[config.mk]
export PLATFORM = sky130hd
export DESIGN_NAME = comparator_scan_seg
export DESIGN_NICKNAME = d
export VERILOG_FILES = /design/src/rtl/comparator_scan_seg.sv
export SDC_FILE = /design/constraint.sdc
export NUM_CORES = 1
export LEC_CHECK = 0
export CAP_MARGIN = 20
export CORE_MARGIN = 2
export CORE_UTILIZATION = 40
export DETAILED_ROUTE_END_ITERATION = 10
export RECOVER_POWER = 50
export SLEW_MARGIN = 20
export SYNTH_ARGS = -nofsm -noshare
export SYNTH_HDL_FRONTEND = slang
export SYNTH_SLANG_ARGS = --single-unit
[constraint.sdc]
create_clock -name clk -period 2.5 [get_ports clk]
set_clock_uncertainty 0.15 [all_clocks]
set_input_delay 0.375 -clock clk [delete_from_list [all_inputs] [get_ports clk]]
set_output_delay 0.375 -clock clk [all_outputs]
set_load 0.02 [all_outputs]
[src/rtl/comparator_scan_seg.sv]
// Registered magnitude comparator (unsigned or two's-complement) with an 8-digit multiplexed hex display.
// Optional macro LEADING_ZERO_BLANK_EN blanks nibbles above each operand's most significant nonzero nibble.
module comparator_scan_seg #(
   parameter int WIDTH    = 8,
   parameter int SIGNED   = 0,
   parameter int SCAN_DIV = 1000
) (
   input  logic             clk,
   input  logic             rst_n,
   input  logic [WIDTH-1:0] A,
   input  logic [WIDTH-1:0] B,
   input  logic             load,
   output logic [2:0]       O,
   output logic             valid,
   output logic [7:0]       seg_data,
   output logic [7:0]       seg_com
);
   localparam int ND = (WIDTH + 3) / 4;
   localparam int CW = (SCAN_DIV > 2) ? $clog2(SCAN_DIV) : 1;
   localparam logic [CW-1:0] CNT_LAST = CW'(SCAN_DIV - 1);

   logic [WIDTH-1:0] a_r, b_r;
   logic [CW-1:0]    cnt;
   logic [2:0]       idx;
   logic             gt, eq;
   logic [15:0]      a_ext, b_ext, opnd;
   logic [1:0]       pos;
   logic [3:0]       nib;
   logic             blank;
`ifdef LEADING_ZERO_BLANK_EN
   logic [1:0]       top;
`endif

   function automatic logic [7:0] decode(input logic [3:0] n);
      case (n)
         4'h0: decode = 8'h3F;  4'h1: decode = 8'h06;
         4'h2: decode = 8'h5B;  4'h3: decode = 8'h4F;
         4'h4: decode = 8'h66;  4'h5: decode = 8'h6D;
         4'h6: decode = 8'h7D;  4'h7: decode = 8'h07;
         4'h8: decode = 8'h7F;  4'h9: decode = 8'h6F;
         4'hA: decode = 8'h77;  4'hB: decode = 8'h7C;
         4'hC: decode = 8'h39;  4'hD: decode = 8'h5E;
         4'hE: decode = 8'h79;  default: decode = 8'h71;
      endcase
   endfunction

   // Compare the live inputs so O always agrees with the operands captured on the same edge.
   always_comb begin
      eq = (A == B);
      if (SIGNED != 0) gt = $signed(A) > $signed(B);
      else             gt = A > B;
   end

   always_comb begin
      a_ext = '0;
      a_ext[WIDTH-1:0] = a_r;
      b_ext = '0;
      b_ext[WIDTH-1:0] = b_r;
      opnd  = idx[2] ? a_ext : b_ext;
      pos   = idx[1:0];
      nib   = opnd[4*pos +: 4];
      blank = (int'(pos) >= ND);
`ifdef LEADING_ZERO_BLANK_EN
      top = 2'd0;
      for (int p = 1; p < 4; p++)
         if (opnd[4*p +: 4] != 4'h0) top = 2'(p);
      if (pos > top) blank = 1'b1;
`endif
   end

   always_ff @(posedge clk or negedge rst_n) begin
      if (!rst_n) begin
         a_r   <= '0;
         b_r   <= '0;
         O     <= 3'b000;
         valid <= 1'b0;
      end else if (load) begin
         a_r   <= A;
         b_r   <= B;
         O     <= gt ? 3'b100 : (eq ? 3'b010 : 3'b001);
         valid <= 1'b1;
      end
   end

   // Scan timing is free-running and independent of captures.
   always_ff @(posedge clk or negedge rst_n) begin
      if (!rst_n) begin
         cnt      <= '0;
         idx      <= 3'd0;
         seg_com  <= 8'hFF;
         seg_data <= 8'h00;
      end else begin
         if (cnt == CNT_LAST) begin
            cnt <= '0;
            idx <= idx + 3'd1;
         end else begin
            cnt <= cnt + 1'b1;
         end
         seg_com  <= ~(8'b1 << idx);
         seg_data <= blank ? 8'h00 : decode(nib);
      end
   end
endmodule

Word-level counts from Yosys, hierarchy flattened
Memories as Yosys holds them, arrays and structs flattened. Cells that the tools add are included.

Flip-flop bits (word level): 49. Memory bits (read-only): 112. Input port bits: 19. Output and inout bits: 20. Memories: 1.

Memory list: (no name shown) (words 16, width 7, rd ports 1, clocked after Yosys merged registers in 0, write ports 0, line 35) `case (n)`.

Add/sub/neg operators: 2. Magnitude comparators: 2. Eq/ne operators: 2. Shift operators: 2. Multiplexer cells: 5. Bitwise gates (word level): 1.

Operators with widths (number): two-way mux 8 bit (2); indexed part select 16 x 5 -> 4 bit (1); adder 10 x 1 -> 10 bit, second input constant (1); == test 10 bit, second input constant (1); two-way mux 10 bit (1); == test 8 bit (1); > comparator 8 bit (1); NOT 8 bit (1); left shift 1 x 3 -> 8 bit, first input constant (1); adder 3 x 1 -> 3 bit, second input constant (1); two-way mux 3 bit (1); greater-or-equal comparator 2 bit, second input constant (1); two-way mux 2 bit (1).

Depth between registers and ports, before layout
Gate-level depths: netlist of run 1. An unclocked memory read counts as a cell.

Word-level depth: 4. Gate-level depth with buffers: 10. Depth with buffers taken out: 8.

Worst setup path after synthesis of run 1
OpenSTA, ideal clock, no wires.

Path type: register to register. From: reg idx[2]. To: reg seg_data[3]. Arrival: 1.765 ns. Slack: 0.462 ns. Stages on the path, launching flop included: 11. Path buffers: 2. Cells stage by stage: dfrtp_1 > buf_6 > mux4_2 > buf_2 > nand2_1 > inv_1 > ha_1 > inv_1 > nand3_1 > o22ai_1 > a21oi_1.

Longest elaborated chain between the ends: 4.

Ends and longest elaborated chain: from (decl) (line 24) `logic [2:0] idx;`; from (signal assigned) (line 95) `idx <= idx + 3'd1;`; two-way mux 8 bit (line 59) `opnd = idx[2] ? a_ext : b_ext;`; indexed part select 16 x 5 -> 4 bit (line 61) `nib = opnd[4*pos +: 4];`; memory (16 x 7 bit); two-way mux 8 bit (line 100) `seg_data <= blank ? 8'h00 : decode(nib);`; to (signal assigned) (line 100); to (decl) (line 15) `output logic [7:0] seg_data,`.

No other way between the ends. A chain may end at the register's enable or synchronous reset.

Final worst setup path of run 1
Ends and elaborated chain as after synthesis.

==> impl_metrics.env, run 1 <==
export IMPL_worst_hold_slack_ns=0.324
export IMPL_vias_per_cell=4.90
export IMPL_synth_nets=233
export IMPL_yosysSeqAreaShare=0.509
export IMPL_clk_pin_slew_ns=0.09
export IMPL_layout_commonest_cell="dfrtp_1"
export IMPL_clock_sinks=48
export IMPL_stdcell_area_mm2=0.00295
export IMPL_status="finished clean"
export IMPL_drt_wl_total_um=4180
export IMPL_place_ws_ns=0.290
export IMPL_rsz0062_at_grt="false"
export IMPL_layout_min_cycle_time_ns=2.15
export IMPL_rr_endpoint="seg_data[3]$_DFF_PN0_"
export IMPL_start_util=0.407
export IMPL_start_kind="register"
export IMPL_fin_ws_ns=0.349
export IMPL_clk_latency_ns=0.30
export IMPL_grt_pass1_wl_um=7070
export IMPL_drc_errors=0
export IMPL_path_cells="buf_4, mux4_2, nand2_1, ha_1, inv_1, nand3_1, o22ai_1, a21oi_1"
export IMPL_ios=39
export IMPL_cp_data_required_time_ns=2.58
export IMPL_die_area_mm2=0.00659
export IMPL_drt_iter0_markers=55
export IMPL_p_leak_uw=0.00126
export IMPL_postCtsSetupBuffers=0
export IMPL_drv_slew=0
export IMPL_r2r_start="idx[2]$_DFFE_PN0N_"
export IMPL_min_from="cnt[0]$_DFF_PN0_"
export IMPL_synthArstFlopShare=1.00
export IMPL_max_cap_violations=0
export IMPL_max_clock_freq_mhz=465
export IMPL_p_per_area_mw_per_mm2=570
export IMPL_num_vias=1552
export IMPL_regToRegSetupSlack_ns=0.35
export IMPL_critPathSlowestCell="mux4_2"
export IMPL_slew_headroom=0.426
export IMPL_nNetsFinal=277
export IMPL_cts_tree="built"
export IMPL_worst_slew_pin_slew_ns=0.861
export IMPL_gp_congestion=0.828
export IMPL_coreArea_mm2=0.00585
export IMPL_setup_tns_ns=0
export IMPL_htreeDepth=2
export IMPL_final_antenna_net_count=0
export IMPL_root_buffer="clkbuf_8"
export IMPL_syn_area_per_cell_um2=12.1
export IMPL_setup_worst_path_end_class="register"
export IMPL_ys_types=48
export IMPL_dpl_hpwl_um=3210
export IMPL_synth_edf_count=0
export IMPL_grt_total_usage=0.143
export IMPL_syn_area_mm2=0.00238
export IMPL_clockBufferDepth=2
export IMPL_irDropWorstVdd_mv=0.233
export IMPL_reg2reg_depth=8
export IMPL_fp_dieH_um=81.2
export IMPL_synth_warnings=0
export IMPL_ys_ff_latch=48
export IMPL_hold_depth=1
export IMPL_setup_viol=0
export IMPL_holdCritPathClass="register to register"
export IMPL_place_inst=308
export IMPL_cp_slowest_stage_delay_ns=0.62
export IMPL_area_delta_synth_final_pct=24.1
export IMPL_dieWidth_um=81.2
export IMPL_wl_per_cell_um=13.2
export IMPL_drive_gt1_frac=0.215
export IMPL_grt_overflow_total=0
export IMPL_diodes=0
export IMPL_port_buffer_count=37
export IMPL_cp_data_arrival_time_ns=2.23
export IMPL_period_share=0.860
export IMPL_final_cell_mix="dfrtp_1 (40), clkdlybuf4s50_1 (36), inv_1 (17), ha_1 (17), mux2_2 (16)"
export IMPL_hold_path_end="cnt[0]$_DFF_PN0_"
export IMPL_grt_pass1_vias=1423
export IMPL_synth_cells=197
export IMPL_criticalPathCategory="register to register"
export IMPL_hold_viol=0
export IMPL_row_count=28
export IMPL_place_area_mm2=0.00284
export IMPL_cts_resized=0
export IMPL_numCtsBuffers=5
export IMPL_synthFlopType="dfrtp_1"
export IMPL_firstDrtPassIters=4
export IMPL_grt_start_max_net_pins=22
export IMPL_antenna_found_initial=0
export IMPL_cp_max_fo=9
export IMPL_stdcell_count=317
metrics by stage:
step | util | total power, uW
after global routing | 0.505 | 1780
after CTS | 0.506 | 1720
after detailed placement | 0.486 | 1150
final | 0.505 | 1680
after global placement | 0.486 | 1150
after floorplan | - | 1020
metal layers:
layer / vias up / part of all wire / GRT usage
met3: 7 / 0.036 / 0.0333
met5: - / 0 / 0
met4: 0 / 0.019 / 0.0559
li1: 769 / - / -
met2: 29 / 0.45 / 0.216
met1: 747 / 0.50 / 0.200
cell families after synthesis:
kind of cell | synth area share
adders and majority gates | 0.0893
AOI/OAI and AO/OA | 0.0699
and+or+nand+nor | 0.134
buffers and inverters | 0.0431
DFF | 0.509
other | 0.00157
muxes | 0.124
xor gates and xnor gates | 0.0294
how the worst max path moves through the flow:
stage / start / endpoint / slack [ns] / depth (start not counted)
floorplan: idx[2]$_DFFE_PN0N_ / seg_data[3]$_DFF_PN0_ / 0.46 / 10
global placement: B[5] / O[0]$_DFFE_PN0P_ / 0.31 / 7
detailed placement: B[5] / O[0]$_DFFE_PN0P_ / 0.29 / 7
CTS: idx[2]$_DFFE_PN0N_ / seg_data[3]$_DFF_PN0_ / 0.33 / 8
global route: idx[2]$_DFFE_PN0N_ / seg_data[3]$_DFF_PN0_ / 0.20 / 8
finish: idx[2]$_DFFE_PN0N_ / seg_data[3]$_DFF_PN0_ / 0.35 / 8
final cells by class:
cell class                 instances  area (um2)
inverter                          18        67.6
timing repair buffer              43         407
fill                             525        2900
tap                               75        93.8
clock inverter                     2        35.0
multi-input combinational        125        1070
clock buffer                       6        72.6
sequential                        48        1210
power by group:
| group | total (uW) | internal (uW) | leakage, uW | switching [uW] |
|---|---|---|---|---|
| registers | 850 | 826 | 0.000557 | 23.5 |
| logic | 283 | 146 | 0.000643 | 137 |
| clock network | 552 | 297 | 0.0000552 | 255 |
timing repair:
action / in CTS / in global routing
endpoints found under the hold margin: 10 / 0
hold buffers: 1 / 0
endpoints found under the setup margin: 0 / 0
worst max-delay path, delay by kind of cell, from the launching register on:
family	cells	cell delay, ns
multiplexers	1	0.62
flip-flops	1	0.48
buffers and inverters	2	0.24
AO/OA/AOI/OAI	2	0.24
AND/OR/NAND/NOR	2	0.22
adder cells (fa/ha/maj)	1	0.15
sequential cells by signal, summed over array words and instances (netlist names):
name,count
cnt,10
a_r,8
b_r,8
seg_com,8
seg_data,7
O,3
idx,3
valid,1
synth_stat cells (all sizes together) (2+ instances only):
cell type,instances,share of area
dfrtp,40,0.42
ha,17,0.089
inv,17,0.027
mux2,17,0.082
nand2,13,0.023
a21oi,9,0.019
nor2,9,0.017
dfstp,8,0.088
nand3,6,0.015
nor2b,5,0.013
mux4,4,0.038
nor3,4,0.011
xnor2,4,0.015
xor2,4,0.015
a211oi,3,0.0095
buf,3,0.010
clkbuf,3,0.0047
nand2b,3,0.014
nand4,3,0.0079
and2,2,0.0063
o21a,2,0.0063
o21ai,2,0.0042
o22ai,2,0.0053
or2,2,0.0053
No activity file was read; power rests on OpenSTA's default activity.
==> inputs of run 2 (changes only) <==
- CAP_MARGIN: 20 -> not set
- CORE_MARGIN: 2 -> 10
- REMOVE_ABC_BUFFERS: not set -> 1
==> impl_metrics.env, run 2 (synthesized netlist as in run 1, its figures left out) <==
export IMPL_status="finished clean"
export IMPL_dpl_hpwl_um=3380
export IMPL_grt_start_max_net_pins=49
export IMPL_final_antenna_net_count=0
export IMPL_clk_pin_slew_ns=0.09
export IMPL_cts_tree="built"
export IMPL_max_clock_freq_mhz=472
export IMPL_crit_end="seg_data[3]$_DFF_PN0_"
export IMPL_fp_dieH_um=97.2
export IMPL_layout_min_cycle_time_ns=2.12
export IMPL_ios=39
export IMPL_antenna_found_initial=0
export IMPL_regToRegSetupSlack_ns=0.38
export IMPL_gp_congestion=0.831
export IMPL_grt_total_usage=0.0975
export IMPL_start_kind="register"
export IMPL_p_per_area_mw_per_mm2=551
export IMPL_setup_worst_path_end_class="register"
export IMPL_clk_latency_ns=0.30
export IMPL_r2r_start="idx[2]$_DFFE_PN0N_"
export IMPL_htreeDepth=2
export IMPL_top_register="cnt"
export IMPL_drc_errors=0
export IMPL_cts_resized=0
export IMPL_num_vias=1552
export IMPL_setup_tns_ns=0
export IMPL_cp_data_required_time_ns=2.58
export IMPL_p_leak_uw=0.00125
export IMPL_vias_per_cell=4.93
export IMPL_postCtsHoldBufs=0
export IMPL_setup_viol=0
export IMPL_reg2reg_depth=8
export IMPL_cp_startpoint="idx[2]$_DFFE_PN0N_"
export IMPL_worst_slew_pin_slew_ns=1.18
export IMPL_final_cell_mix="dfrtp_1 (40), clkdlybuf4s50_1 (36), inv_1 (17), ha_1 (17), mux2_2 (16)"
export IMPL_drv_slew=0
export IMPL_nNetsFinal=275
export IMPL_irDropWorstVdd_mv=0.225
export IMPL_grt_pass1_vias=1582
export IMPL_firstDrtPassIters=4
export IMPL_period_share=0.848
export IMPL_port_buffer_count=37
export IMPL_diodes=0
export IMPL_rsz0062_at_grt="false"
export IMPL_coreArea_mm2=0.00585
export IMPL_drive_gt1_frac=0.221
export IMPL_cp_data_arrival_time_ns=2.20
export IMPL_wl_per_cell_um=14.2
export IMPL_grt_pass1_wl_um=7820
export IMPL_largest_reg_flops=10
export IMPL_layout_commonest_cell="dfrtp_1"
export IMPL_grt_overflow_total=0
export IMPL_start_util=0.407
export IMPL_worst_hold_slack_ns=0.239
export IMPL_drt_wl_total_um=4470
export IMPL_drt_iter0_markers=30
export IMPL_rr_endpoint="seg_data[3]$_DFF_PN0_"
export IMPL_hold_viol=0
export IMPL_root_buffer="clkbuf_8"
export IMPL_clock_sinks=48
export IMPL_area_delta_synth_final_pct=22.9
export IMPL_cp_max_fo=9
export IMPL_dieWidth_um=97.2
export IMPL_clockBufferDepth=2
export IMPL_criticalPathCategory="register to register"
export IMPL_slew_headroom=0.215
export IMPL_holdCritPathClass="input port to asynchronous set/reset pin"
export IMPL_postCtsSetupBuffers=0
export IMPL_die_area_mm2=0.00944
export IMPL_row_count=28
export IMPL_numCtsBuffers=5
export IMPL_max_cap_violations=0
-- run 2: cell count changes in the layout (fill, tap and decap cells not counted) --
cell / before / now
clkinv_2: 1 / 2
dlygate4sd3_1: 1 / 0
clkbuf_8: 5 / 6
clkbuf_1: 2 / 0
buf_2: 0 / 1
bufinv_16: 1 / 0
clkbuf_2: 2 / 1
-- run 2: routing by layer --
layer	track usage	wire length [um]	up-vias	part of all wire
li1	-	-	763	-
met1	0.126	2110	755	0.47
met2	0.148	2060	28	0.46
met3	0.0299	225	6	0.050
met4	0.0375	70	0	0.016
met5	0	0	-	0
-- run 2: through the flow --
stage | area (um2) | total power (uW) | setup slack, ns | util | std cells
after floorplan | 2350 | 1020 | 0.428 | - | 191
after global placement | 2840 | 1150 | 0.318 | 0.485 | 307
after global routing | 2930 | 1700 | 0.177 | 0.500 | 315
after CTS | 2930 | 1640 | 0.356 | 0.500 | 315
after detailed placement | 2840 | 1150 | 0.298 | 0.485 | 307
final | 2930 | 1610 | 0.380 | 0.500 | 315
-- run 2: report_power, final --
part           switching [uW]  total, uW  internal, uW
clock                     260        481           221
sequential               22.4        849           826
combinational             138        282           144
-- run 2: cell type report --
class                           instances  area, um2
Clock inverter                          2       10.0
Sequential cell                        48       1210
Timing Repair Buffer                   41        393
Clock buffer                            6       82.6
Tap cell                               75       93.8
Fill cell                             538       2930
Inverter                               18       67.6
Multi-Input combinational cell        125       1070
-- run 2: worst min path at each step --
stage,start,end,depth (start not counted)
6_report,rst_n,a_r[1]$_DFFE_PN0P_,2
5_1_grt,rst_n,idx[1]$_DFFE_PN0N_,2
4_1_cts,rst_n,seg_data[4]$_DFF_PN0_,2
3_5_place_dp,valid$_DFFE_PN0P_,valid$_DFFE_PN0P_,1
3_3_place_gp,cnt[0]$_DFF_PN0_,cnt[0]$_DFF_PN0_,1
2_1_floorplan,rst_n,O[0]$_DFFE_PN0P_,0
-- run 2: critical path, cell delays in order, from the launching register on --
cell	delay, ns
dfrtp_1	0.47
buf_4	0.18
mux4_2	0.61
nand2_1	0.14
ha_1	0.14
inv_1	0.05
nand3_1	0.07
o22ai_1	0.08
a21oi_1	0.15
==> inputs of run 3 (changes only) <==
- clock period: 2.5 -> 2.1 ns (I/O delays scaled with it)
==> impl_metrics.env, run 3 (synthesized netlist as in run 1, its figures left out) <==
export IMPL_status="finished clean"
export IMPL_holdCritPathClass="register to register"
export IMPL_htreeDepth=2
export IMPL_num_vias=1556
export IMPL_rsz0062_at_grt="false"
export IMPL_layout_min_cycle_time_ns=1.92
export IMPL_hold_viol=0
export IMPL_final_cell_mix="dfrtp_1 (39), clkdlybuf4s50_1 (35), inv_1 (17), ha_1 (17), mux2_2 (16)"
export IMPL_setup_worst_path_end_class="register"
export IMPL_die_area_mm2=0.00944
export IMPL_vias_per_cell=4.80
export IMPL_largest_reg_flops=10
export IMPL_clk_pin_slew_ns=0.08
export IMPL_max_cap_violations=0
export IMPL_dieWidth_um=97.2
export IMPL_grt_start_max_net_pins=27
export IMPL_top_register="cnt"
export IMPL_ios=39
export IMPL_drc_errors=0
export IMPL_area_delta_synth_final_pct=27.5
export IMPL_postCtsSetupBuffers=0
export IMPL_criticalPathCategory="register to register"
export IMPL_setup_viol=0
export IMPL_fp_dieH_um=97.2
export IMPL_firstDrtPassIters=3
export IMPL_p_per_area_mw_per_mm2=684
export IMPL_place_area_mm2=0.00291
export IMPL_row_count=28
export IMPL_cts_tree="built"
export IMPL_dpl_hpwl_um=3530
export IMPL_setup_tns_ns=0
export IMPL_cp_max_fo=6
export IMPL_drive_gt1_frac=0.237
export IMPL_p_leak_uw=0.00129
export IMPL_gp_congestion=0.818
export IMPL_cp_data_arrival_time_ns=1.99
export IMPL_drt_iter0_markers=32
export IMPL_layout_commonest_cell="dfrtp_1"
export IMPL_period_share=0.915
export IMPL_start_kind="register"
export IMPL_drv_slew=0
export IMPL_grt_overflow_total=0
export IMPL_slew_headroom=0.498
export IMPL_grt_total_usage=0.0987
export IMPL_stdcell_area_mm2=0.00304
export IMPL_max_clock_freq_mhz=521
export IMPL_clockBufferDepth=2
export IMPL_start_util=0.407
export IMPL_antenna_found_initial=0
export IMPL_grt_pass1_wl_um=7830
export IMPL_cp_data_required_time_ns=2.17
export IMPL_clk_latency_ns=0.30
export IMPL_fillers=533
export IMPL_final_antenna_net_count=0
export IMPL_root_buffer="clkbuf_8"
export IMPL_wl_per_cell_um=13.9
export IMPL_diodes=0
export IMPL_worst_slew_pin_slew_ns=0.753
export IMPL_grt_pass1_vias=1686
export IMPL_nNetsFinal=284
export IMPL_clock_sinks=48
export IMPL_numCtsBuffers=5
export IMPL_coreArea_mm2=0.00585
export IMPL_drt_wl_total_um=4500
export IMPL_irDropWorstVdd_mv=0.288
export IMPL_port_buffer_count=37
-- run 3: changes by cell type in the layout (fill, tap and decap cells not counted), moves of 2 or more --
cell / previous run / this run
buf_4: 3 / 7
clkbuf_1: 0 / 4
clkinv_2: 2 / 0
dlygate4sd3_1: 0 / 2
-- run 3: cell type report --
class,instances,area [um2],share of cell area
Sequential cell,48,1210,0.399
Multi-Input combinational cell,125,1070,0.353
Timing Repair Buffer,50,463,0.153
Clock buffer,7,96.3,0.0317
Tap cell,75,93.8,0.0309
Inverter,18,67.6,0.0223
Clock inverter,1,30.0,0.00989
-- run 3: stage by stage --
| stage | hold WS [ns] | util | setup WS, ns | cells | total power [uW] |
|---|---|---|---|---|---|
| 2_1_floorplan | -0.131 | - | 0.0284 | 191 | 1210 |
| 3_3_place_gp | 0.199 | 0.497 | 0.0481 | 315 | 1380 |
| 3_5_place_dp | 0.200 | 0.497 | -0.0362 | 315 | 1380 |
| 4_1_cts | 0.318 | 0.520 | 0.120 | 324 | 2110 |
| 5_1_grt | 0.330 | 0.519 | 0.00574 | 324 | 2180 |
| 6_report | 0.312 | 0.519 | 0.179 | 324 | 2080 |
-- run 3: final timing paths --
kind,from,endpoint,slack (ns),depth (start not counted)
hold / removal,cnt[0]$_DFF_PN0_,cnt[0]$_DFF_PN0_,0.31,1
hold reg to reg,cnt[0]$_DFF_PN0_,cnt[0]$_DFF_PN0_,0.31,1
setup reg to reg,idx[2]$_DFFE_PN0N_,seg_data[3]$_DFF_PN0_,0.18,8
min in group asynchronous,rst_n,seg_data[0]$_DFF_PN0_,0.42,2
setup / recovery,idx[2]$_DFFE_PN0N_,seg_data[3]$_DFF_PN0_,0.18,8
max in group asynchronous,rst_n,cnt[3]$_DFF_PN0_,0.39,3
-- run 3: routing by layer --
metal	global-route usage	up-vias	routed length, um
met2	0.155	26	1990
met1	0.122	742	2190
met3	0.0277	7	240
li1	-	781	-
met4	0.0443	0	76
met5	0	-	0
-- run 3: worst max-delay path: stages (launching register included) --
cell and delay (ns):
dfrtp_2 0.41, buf_12 0.12, mux4_2 0.55, nand2_1 0.13, ha_1 0.14, inv_1 0.05, nand3_1 0.07, o22ai_1 0.08
a21oi_1 0.15
-- run 3: where the power goes --
| part | internal, uW | leakage (uW) | switching (uW) |
|---|---|---|---|
| Sequential | 983 | 0.000556 | 24.9 |
| Combinational | 180 | 0.000673 | 169 |
| Clock | 420 | 0.0000645 | 299 |
| Total | 1580 | 0.00129 | 492 |
-- run 3: timing repair --
| item | 4_1_cts | 5_1_grt |
|---|---|---|
| endpoints found under the hold margin | 20 | 0 |
| resized for setup | 0 | 2 |
| setup endpoints to repair | 0 | 2 |
| hold buffers | 1 | 0 |
